<file path="src/rtl/snake_body_pkg.sv">
// Shared encodings for the snake body datapath: headings and run state.
package snake_body_pkg;

    localparam logic [1:0] DIR_UP    = 2'b00;
    localparam logic [1:0] DIR_RIGHT = 2'b01;
    localparam logic [1:0] DIR_DOWN  = 2'b10;
    localparam logic [1:0] DIR_LEFT  = 2'b11;

    typedef enum logic {
        RUN  = 1'b0,
        DEAD = 1'b1
    } state_e;

    // Opposite headings differ only in bit 1.
    function automatic logic is_reverse(input logic [1:0] a, input logic [1:0] b);
        return (a ^ b) == 2'b10;
    endfunction

endpackage

</file>
<file path="src/rtl/snake_body_step.sv">
// Next-head cell from the current head and a heading. The result always
// wraps at the playfield edge; off_grid flags that the step left the grid so
// the parent can treat it as a wall hit when walls are enabled.
module snake_step
    import snake_body_pkg::*;
#(
    parameter int X_BITS = 6,
    parameter int Y_BITS = 5,
    parameter int GRID_W = 40,
    parameter int GRID_H = 30
) (
    input  logic [X_BITS-1:0] cur_x,
    input  logic [Y_BITS-1:0] cur_y,
    input  logic [1:0]        dir,
    output logic [X_BITS-1:0] nxt_x,
    output logic [Y_BITS-1:0] nxt_y,
    output logic              off_grid
);

    // One cell in the heading direction, wrapping at the edges.
    always_comb begin
        nxt_x    = cur_x;
        nxt_y    = cur_y;
        off_grid = 1'b0;
        case (dir)
            DIR_UP: begin
                if (cur_y == '0) begin
                    nxt_y    = Y_BITS'(GRID_H - 1);
                    off_grid = 1'b1;
                end else begin
                    nxt_y = cur_y - Y_BITS'(1);
                end
            end
            DIR_RIGHT: begin
                if (cur_x == X_BITS'(GRID_W - 1)) begin
                    nxt_x    = '0;
                    off_grid = 1'b1;
                end else begin
                    nxt_x = cur_x + X_BITS'(1);
                end
            end
            DIR_DOWN: begin
                if (cur_y == Y_BITS'(GRID_H - 1)) begin
                    nxt_y    = '0;
                    off_grid = 1'b1;
                end else begin
                    nxt_y = cur_y + Y_BITS'(1);
                end
            end
            default: begin
                if (cur_x == '0) begin
                    nxt_x    = X_BITS'(GRID_W - 1);
                    off_grid = 1'b1;
                end else begin
                    nxt_x = cur_x - X_BITS'(1);
                end
            end
        endcase
    end

endmodule

</file>
<file path="src/rtl/snake_body.sv">
// Snake body: segment shift array, heading/grow control, self and wall
// collision, and a registered cell-occupancy query.
// Optional build macro SNAKE_WALL_EN: leaving the grid kills the snake
// instead of wrapping to the opposite edge.
module snake_body
    import snake_body_pkg::*;
#(
    parameter int X_BITS   = 6,
    parameter int Y_BITS   = 5,
    parameter int GRID_W   = 40,
    parameter int GRID_H   = 30,
    parameter int MAX_LEN  = 64,
    parameter int LEN_BITS = 7,
    parameter int INIT_LEN = 3
) (
    input  logic                clk,
    input  logic                reset,
    input  logic                tick,
    input  logic [1:0]          dir,
    input  logic                grow,
    input  logic [X_BITS-1:0]   query_x,
    input  logic [Y_BITS-1:0]   query_y,
    output logic                query_hit,
    output logic [X_BITS-1:0]   head_x,
    output logic [Y_BITS-1:0]   head_y,
    output logic [LEN_BITS-1:0] length,
    output logic [1:0]          heading,
    output logic                dead
);

    state_e              state_q, state_d;
    logic [1:0]          heading_q, heading_d;
    logic                grow_pending_q, grow_pending_d;
    logic [LEN_BITS-1:0] length_q, length_d;
    logic                query_hit_q, query_hit_d;
    logic [X_BITS-1:0]   seg_x_q [MAX_LEN];
    logic [X_BITS-1:0]   seg_x_d [MAX_LEN];
    logic [Y_BITS-1:0]   seg_y_q [MAX_LEN];
    logic [Y_BITS-1:0]   seg_y_d [MAX_LEN];

    logic [1:0]          step_hd;
    logic [X_BITS-1:0]   nxt_x;
    logic [Y_BITS-1:0]   nxt_y;
    logic                off_grid;
    logic                grows;
    logic                self_hit;
    logic                collide;
    logic                step_en;

    assign step_hd = is_reverse(dir, heading_q) ? heading_q : dir;
    assign grows   = (grow_pending_q | grow) && (length_q < LEN_BITS'(MAX_LEN));
    assign step_en = (state_q == RUN) && tick;

    snake_step #(
        .X_BITS (X_BITS),
        .Y_BITS (Y_BITS),
        .GRID_W (GRID_W),
        .GRID_H (GRID_H)
    ) u_step (
        .cur_x    (seg_x_q[0]),
        .cur_y    (seg_y_q[0]),
        .dir      (step_hd),
        .nxt_x    (nxt_x),
        .nxt_y    (nxt_y),
        .off_grid (off_grid)
    );

    // Self-collision; the tail cell is vacated this step unless the snake grows.
    always_comb begin
        self_hit = 1'b0;
        for (int i = 0; i < MAX_LEN; i++) begin
            if ((LEN_BITS'(i) < length_q) &&
                !(LEN_BITS'(i) == length_q - LEN_BITS'(1) && !grows) &&
                seg_x_q[i] == nxt_x && seg_y_q[i] == nxt_y)
                self_hit = 1'b1;
        end
    end

`ifdef SNAKE_WALL_EN
    assign collide = self_hit | off_grid;
`else
    logic unused_off_grid;
    assign unused_off_grid = off_grid;
    assign collide         = self_hit;
`endif

    // State register plus all datapath flops.
    always_ff @(posedge clk or posedge reset) begin
        if (reset) begin
            state_q        <= RUN;
            heading_q      <= DIR_RIGHT;
            grow_pending_q <= 1'b0;
            length_q       <= LEN_BITS'(INIT_LEN);
            query_hit_q    <= 1'b0;
            for (int i = 0; i < MAX_LEN; i++) begin
                seg_x_q[i] <= (i < INIT_LEN) ? X_BITS'(GRID_W / 2 - i) : '0;
                seg_y_q[i] <= (i < INIT_LEN) ? Y_BITS'(GRID_H / 2) : '0;
            end
        end else begin
            state_q        <= state_d;
            heading_q      <= heading_d;
            grow_pending_q <= grow_pending_d;
            length_q       <= length_d;
            query_hit_q    <= query_hit_d;
            seg_x_q        <= seg_x_d;
            seg_y_q        <= seg_y_d;
        end
    end

    // Next state: a colliding step is the only way out of RUN.
    always_comb begin
        state_d = state_q;
        if (step_en && collide)
            state_d = DEAD;
    end

    // Outputs derived from the state register.
    always_comb begin
        dead = (state_q == DEAD);
    end

    // Step datapath: shift body, move head, extend length, track grow.
    always_comb begin
        heading_d      = heading_q;
        grow_pending_d = grow_pending_q;
        length_d       = length_q;
        seg_x_d        = seg_x_q;
        seg_y_d        = seg_y_q;
        if (state_q == RUN) begin
            if (grow)
                grow_pending_d = 1'b1;
            if (tick) begin
                grow_pending_d = 1'b0;
                if (!collide) begin
                    heading_d = step_hd;
                    for (int i = 1; i < MAX_LEN; i++) begin
                        seg_x_d[i] = seg_x_q[i-1];
                        seg_y_d[i] = seg_y_q[i-1];
                    end
                    seg_x_d[0] = nxt_x;
                    seg_y_d[0] = nxt_y;
                    if (grows)
                        length_d = length_q + LEN_BITS'(1);
                end
            end
        end
    end

    // Occupancy lookup over live segments, registered.
    always_comb begin
        query_hit_d = 1'b0;
        for (int i = 0; i < MAX_LEN; i++) begin
            if (LEN_BITS'(i) < length_q && seg_x_q[i] == query_x && seg_y_q[i] == query_y)
                query_hit_d = 1'b1;
        end
    end

    assign query_hit = query_hit_q;
    assign head_x    = seg_x_q[0];
    assign head_y    = seg_y_q[0];
    assign length    = length_q;
    assign heading   = heading_q;

endmodule
</file>
<file path="config.mk">
export PLATFORM = sky130hd
export DESIGN_NAME = snake_body
export DESIGN_NICKNAME = d
export VERILOG_FILES = /design/src/rtl/snake_body_pkg.sv /design/src/rtl/snake_body_step.sv /design/src/rtl/snake_body.sv
export SDC_FILE = /design/constraint.sdc
export NUM_CORES = 2
export LEC_CHECK = 0
export ABC_AREA = 1
export CELL_PAD_IN_SITES_DETAIL_PLACEMENT = 1
export CELL_PAD_IN_SITES_GLOBAL_PLACEMENT = 2
export CORE_AREA = 3 3 521 265
export DETAILED_ROUTE_END_ITERATION = 12
export DIE_AREA = 0 0 524 268
export PLACE_DENSITY_LB_ADDON = 0.1
export SLEW_MARGIN = 20
export SYNTH_ARGS = -nofsm -noshare
export SYNTH_HDL_FRONTEND = slang
export SYNTH_SLANG_ARGS = --single-unit
</file>
<file path="constraint.sdc">
create_clock -name clk -period 31.8 [get_ports clk]
set_input_delay 6.36 -clock clk [delete_from_list [all_inputs] [get_ports clk]]
set_output_delay 6.36 -clock clk [all_outputs]
set_load 0.01 [all_outputs]
</file>
==> impl_results.md <==
* Status: complete, no violations
* Fmax achieved at 0.0618 GHz
* DR pass1 iterations at 6
* Vias at ~55k
* Async S/R FF share, synth at 100%
* Die ar. at between 100000 and 150000 µm²
* DP HPWL at ~200000 µm
* Final design utilization at about two fifths
* Hold_buf cts at 0
* P&R area growth vs syn at 9.24%
* Initial Util at between 30% and 40%
* CTS tree: done
* Dpl cell area at 51000 µm²
* Vias in the first global route at 53.2k
* Maximum capacitance violations at 0
* Max incr delay on CP at between 900 and 1000 ps
* CTS buffer count at 80
* Total global-route track usage at 41.9%
* Congestion Overflow GR at 0
* Nets at 7105
* Worst Tran Pin Value at roughly 1400 ps
* Tot Pwr at ~2.8 mW
* Max rail drop VDD at roughly 0.042 mV
* Crit path DAT at 16810 ps
* Die height at about 270 µm
* Clk Latency, worst-skew pair at ~710 ps
* Min Tclk post-route at between 15000 and 20000 ps
* Global-route wire length before repair at approximately 420000 µm
* Most used cell along the critical path: nand2_1
* Pleak at between 20 and 30 nW
* Power Dens Cells at ~50 nW/µm²
* Clock-pin slew on the worst setup and hold paths at around 70 ps
* Syn Nets at 7308
* Synth Register Bits at slightly above 700
* Routability Congestion at between 0.9 and 1
* Register area share after synthesis at around 36%
* Row cnt at 95
* Reg2Reg Depth at 28
* Worst EP required at ~32000 ps
* Synthesized area per cell at about 6.8 µm²
* Slew Limit Fails at 0
* CTS sink cnt at between 700 and 800
* Main synth FF type: dfrtp_1
* Clock Path Buffers at 3
* CP top delay family: buffers and inverters
* Clock Skew at ~23 ps
* Final ANT Viol Nets at 0
* Worst min-delay path category: reg2reg
* Crit Path Max Fanout at 230
* Worst path bufs/invs at 9
* Post-synth EDFFs at 0
* Setup bufs post-CTS at 0
* Fin Setup TNS at 0 ps
* Startpoint Class: primary input
* Crit path launch: dir[0]
* 1st-iter DRT viols at just over 8k
* Drt wl/cell at about 34 µm
* Critical path's slowest cell: clkdlybuf4s50_1
* Critical path capture point: seg_x_q[355]$_DFFE_PP0P_
* Port Buffers at 38
* Crit Path Class: in2reg
* Mapped cell area at roughly 50000 µm²
* Num ports at 39
* Final cycle utilization of the critical path at between 50 and 60%
* R2R Path Start: heading[0]$_DFFE_PP1P_
* Post-synth cell types at 49
* Largest net degree at the start of global routing at 231
* # setup viols final at 0
* WHS at 490 ps
* Remaining DRCs at 0
* Post-Synthesis Cells at 7278
* CTS Root Cell: clkbuf_16
* Synth Warn # at 0
* H-tree depth at 3
* CTS resizes at 0
* Initial antenna violation count at 22
* Layout cell share with drive strength beyond 1 at 5.39%
* FF-to-FF setup slack at between 20000 and 25000 ps
* Critical Path Sink Type: flip-flop
* CP Depth at 29
* Relative slew slack at a little under a tenth
* Drt via density at roughly 6
* WL final at 300000 µm
* CORE AREA at about 130000 µm²
* Endpoints failing hold at 0
* R2R Path End: seg_x_q[355]$_DFFE_PP0P_
* RSZ-0062 raised after global routing: no
* Die width at between 500 and 600 µm
* Final instance area at roughly 54000 µm²
[report_power, final]
group / leakage (nW) / total, mW / switching, mW / internal (mW)
clock: 1.39 / 1.07 / 0.457 / 0.615
combinational: 16.1 / 0.664 / 0.490 / 0.174
sequential: 8.96 / 1.04 / 0.0773 / 0.960
total: 26.5 / 2.77 / 1.02 / 1.75
[layout make-up]
| type | instances | area (µm²) |
|---|---|---|
| repair buffers | 181 | 1530 |
| clock buffers | 111 | 2310 |
| fillers | 17046 | 79800 |
| well taps | 1794 | 2240 |
| flip-flops and latches | 716 | 17900 |
| multi-input cells | 5370 | 26600 |
| clock inverters | 34 | 524 |
| diodes | 5 | 12.5 |
| inverters | 726 | 2730 |
[per-layer routing]
layer  wire length (µm)  part of all wire [%]  global-route usage, %
met1             129000                    43                   60.1
met2             117000                    39                   57.8
met3              38000                    13                   12.5
met4              15300                   5.1                   18.0
met5                134                 0.045                      0
[synthesized netlist by cell type, types with 8 or more instances]
library cell  instances  share of area (%)
o41ai_1              13               0.23
dfrtp_1             694                 35
nand4_1             227                2.9
buf_6                11               0.25
o22ai_1             120                1.5
o21ai_0             113                1.1
a2111oi_0            11               0.20
o211ai_1             23               0.35
buf_1                37               0.28
nand3_1             501                5.1
nand2_1            2400                 18
o2111ai_1            11               0.20
nand3b_1              8               0.12
nand3_2              10               0.20
clkbuf_1            201                1.5
ha_1                 13               0.33
nor3_1               34               0.34
xor2_1              272                4.8
xnor2_1             269                4.8
buf_2               137                1.4
a221oi_1             39               0.69
dfstp_2              22                1.2
nor4_1               54               0.68
inv_2                11              0.084
nand2_2               9               0.11
buf_4                80                1.2
nor2_1              534                4.1
o21ai_1             578                5.9
inv_1               710                5.4
a21oi_1              89               0.90
[cells in the final DEF (no fill, tap or decap), types with 111 or more instances in the layout]
cell type / instances
o21ai_1: 580
nand4_1: 227
buf_4: 144
o22ai_1: 120
inv_1: 705
o21ai_0: 111
nand2_1: 2388
nor2_1: 525
nand3_1: 496
xnor2_1: 269
dfrtp_1: 694
xor2_1: 272
[per-stage QoR]
stage	std cells	setup slack, ps
after floorplan	7278	5390
after global placement	8787	15750
after detailed placement	8787	15420
after CTS	8932	16140
after global routing	8932	15300
final	8937	15610
[worst min-delay path by stage]
| stage | start | end | slack, ps | depth (start not counted) |
|---|---|---|---|---|
| 6_report | seg_y_q[104]$_DFFE_PP0P_ | seg_y_q[104]$_DFFE_PP0P_ | 490 | 2 |
| 5_1_grt | seg_x_q[367]$_DFFE_PP1P_ | seg_x_q[367]$_DFFE_PP1P_ | 520 | 2 |
| 3_5_place_dp | seg_y_q[104]$_DFFE_PP0P_ | seg_y_q[104]$_DFFE_PP0P_ | 480 | 2 |
| 2_1_floorplan | seg_x_q[263]$_DFFE_PP0P_ | seg_x_q[263]$_DFFE_PP0P_ | 460 | 2 |
| 4_1_cts | seg_y_q[104]$_DFFE_PP0P_ | seg_y_q[104]$_DFFE_PP0P_ | 500 | 2 |
| 3_3_place_gp | seg_x_q[263]$_DFFE_PP0P_ | seg_x_q[263]$_DFFE_PP0P_ | 480 | 2 |
[state kept, by name, summed over array words and instances (netlist names)]
signal	cells
dead	1
grow_pending_q	1
head_x	6
head_y	5
heading	2
length	7
query_hit	1
seg_x_q	378
seg_y_q	315
[worst min-delay path, cell delays in order, from the launching register on]
cell     delay [ps]
dfrtp_1         340
nand2_1          50
o21ai_1          60
[cells by family after synthesis]
logic type,after synthesis,share of synthesized area [%]
flops,716,36.4
compound gates,1024,11.6
buf+inv,1192,10.2
xor+xnor,541,9.60
simple gates,3792,32.0
fa+ha+maj,13,0.330
Power figures use the tool's default switching activity.
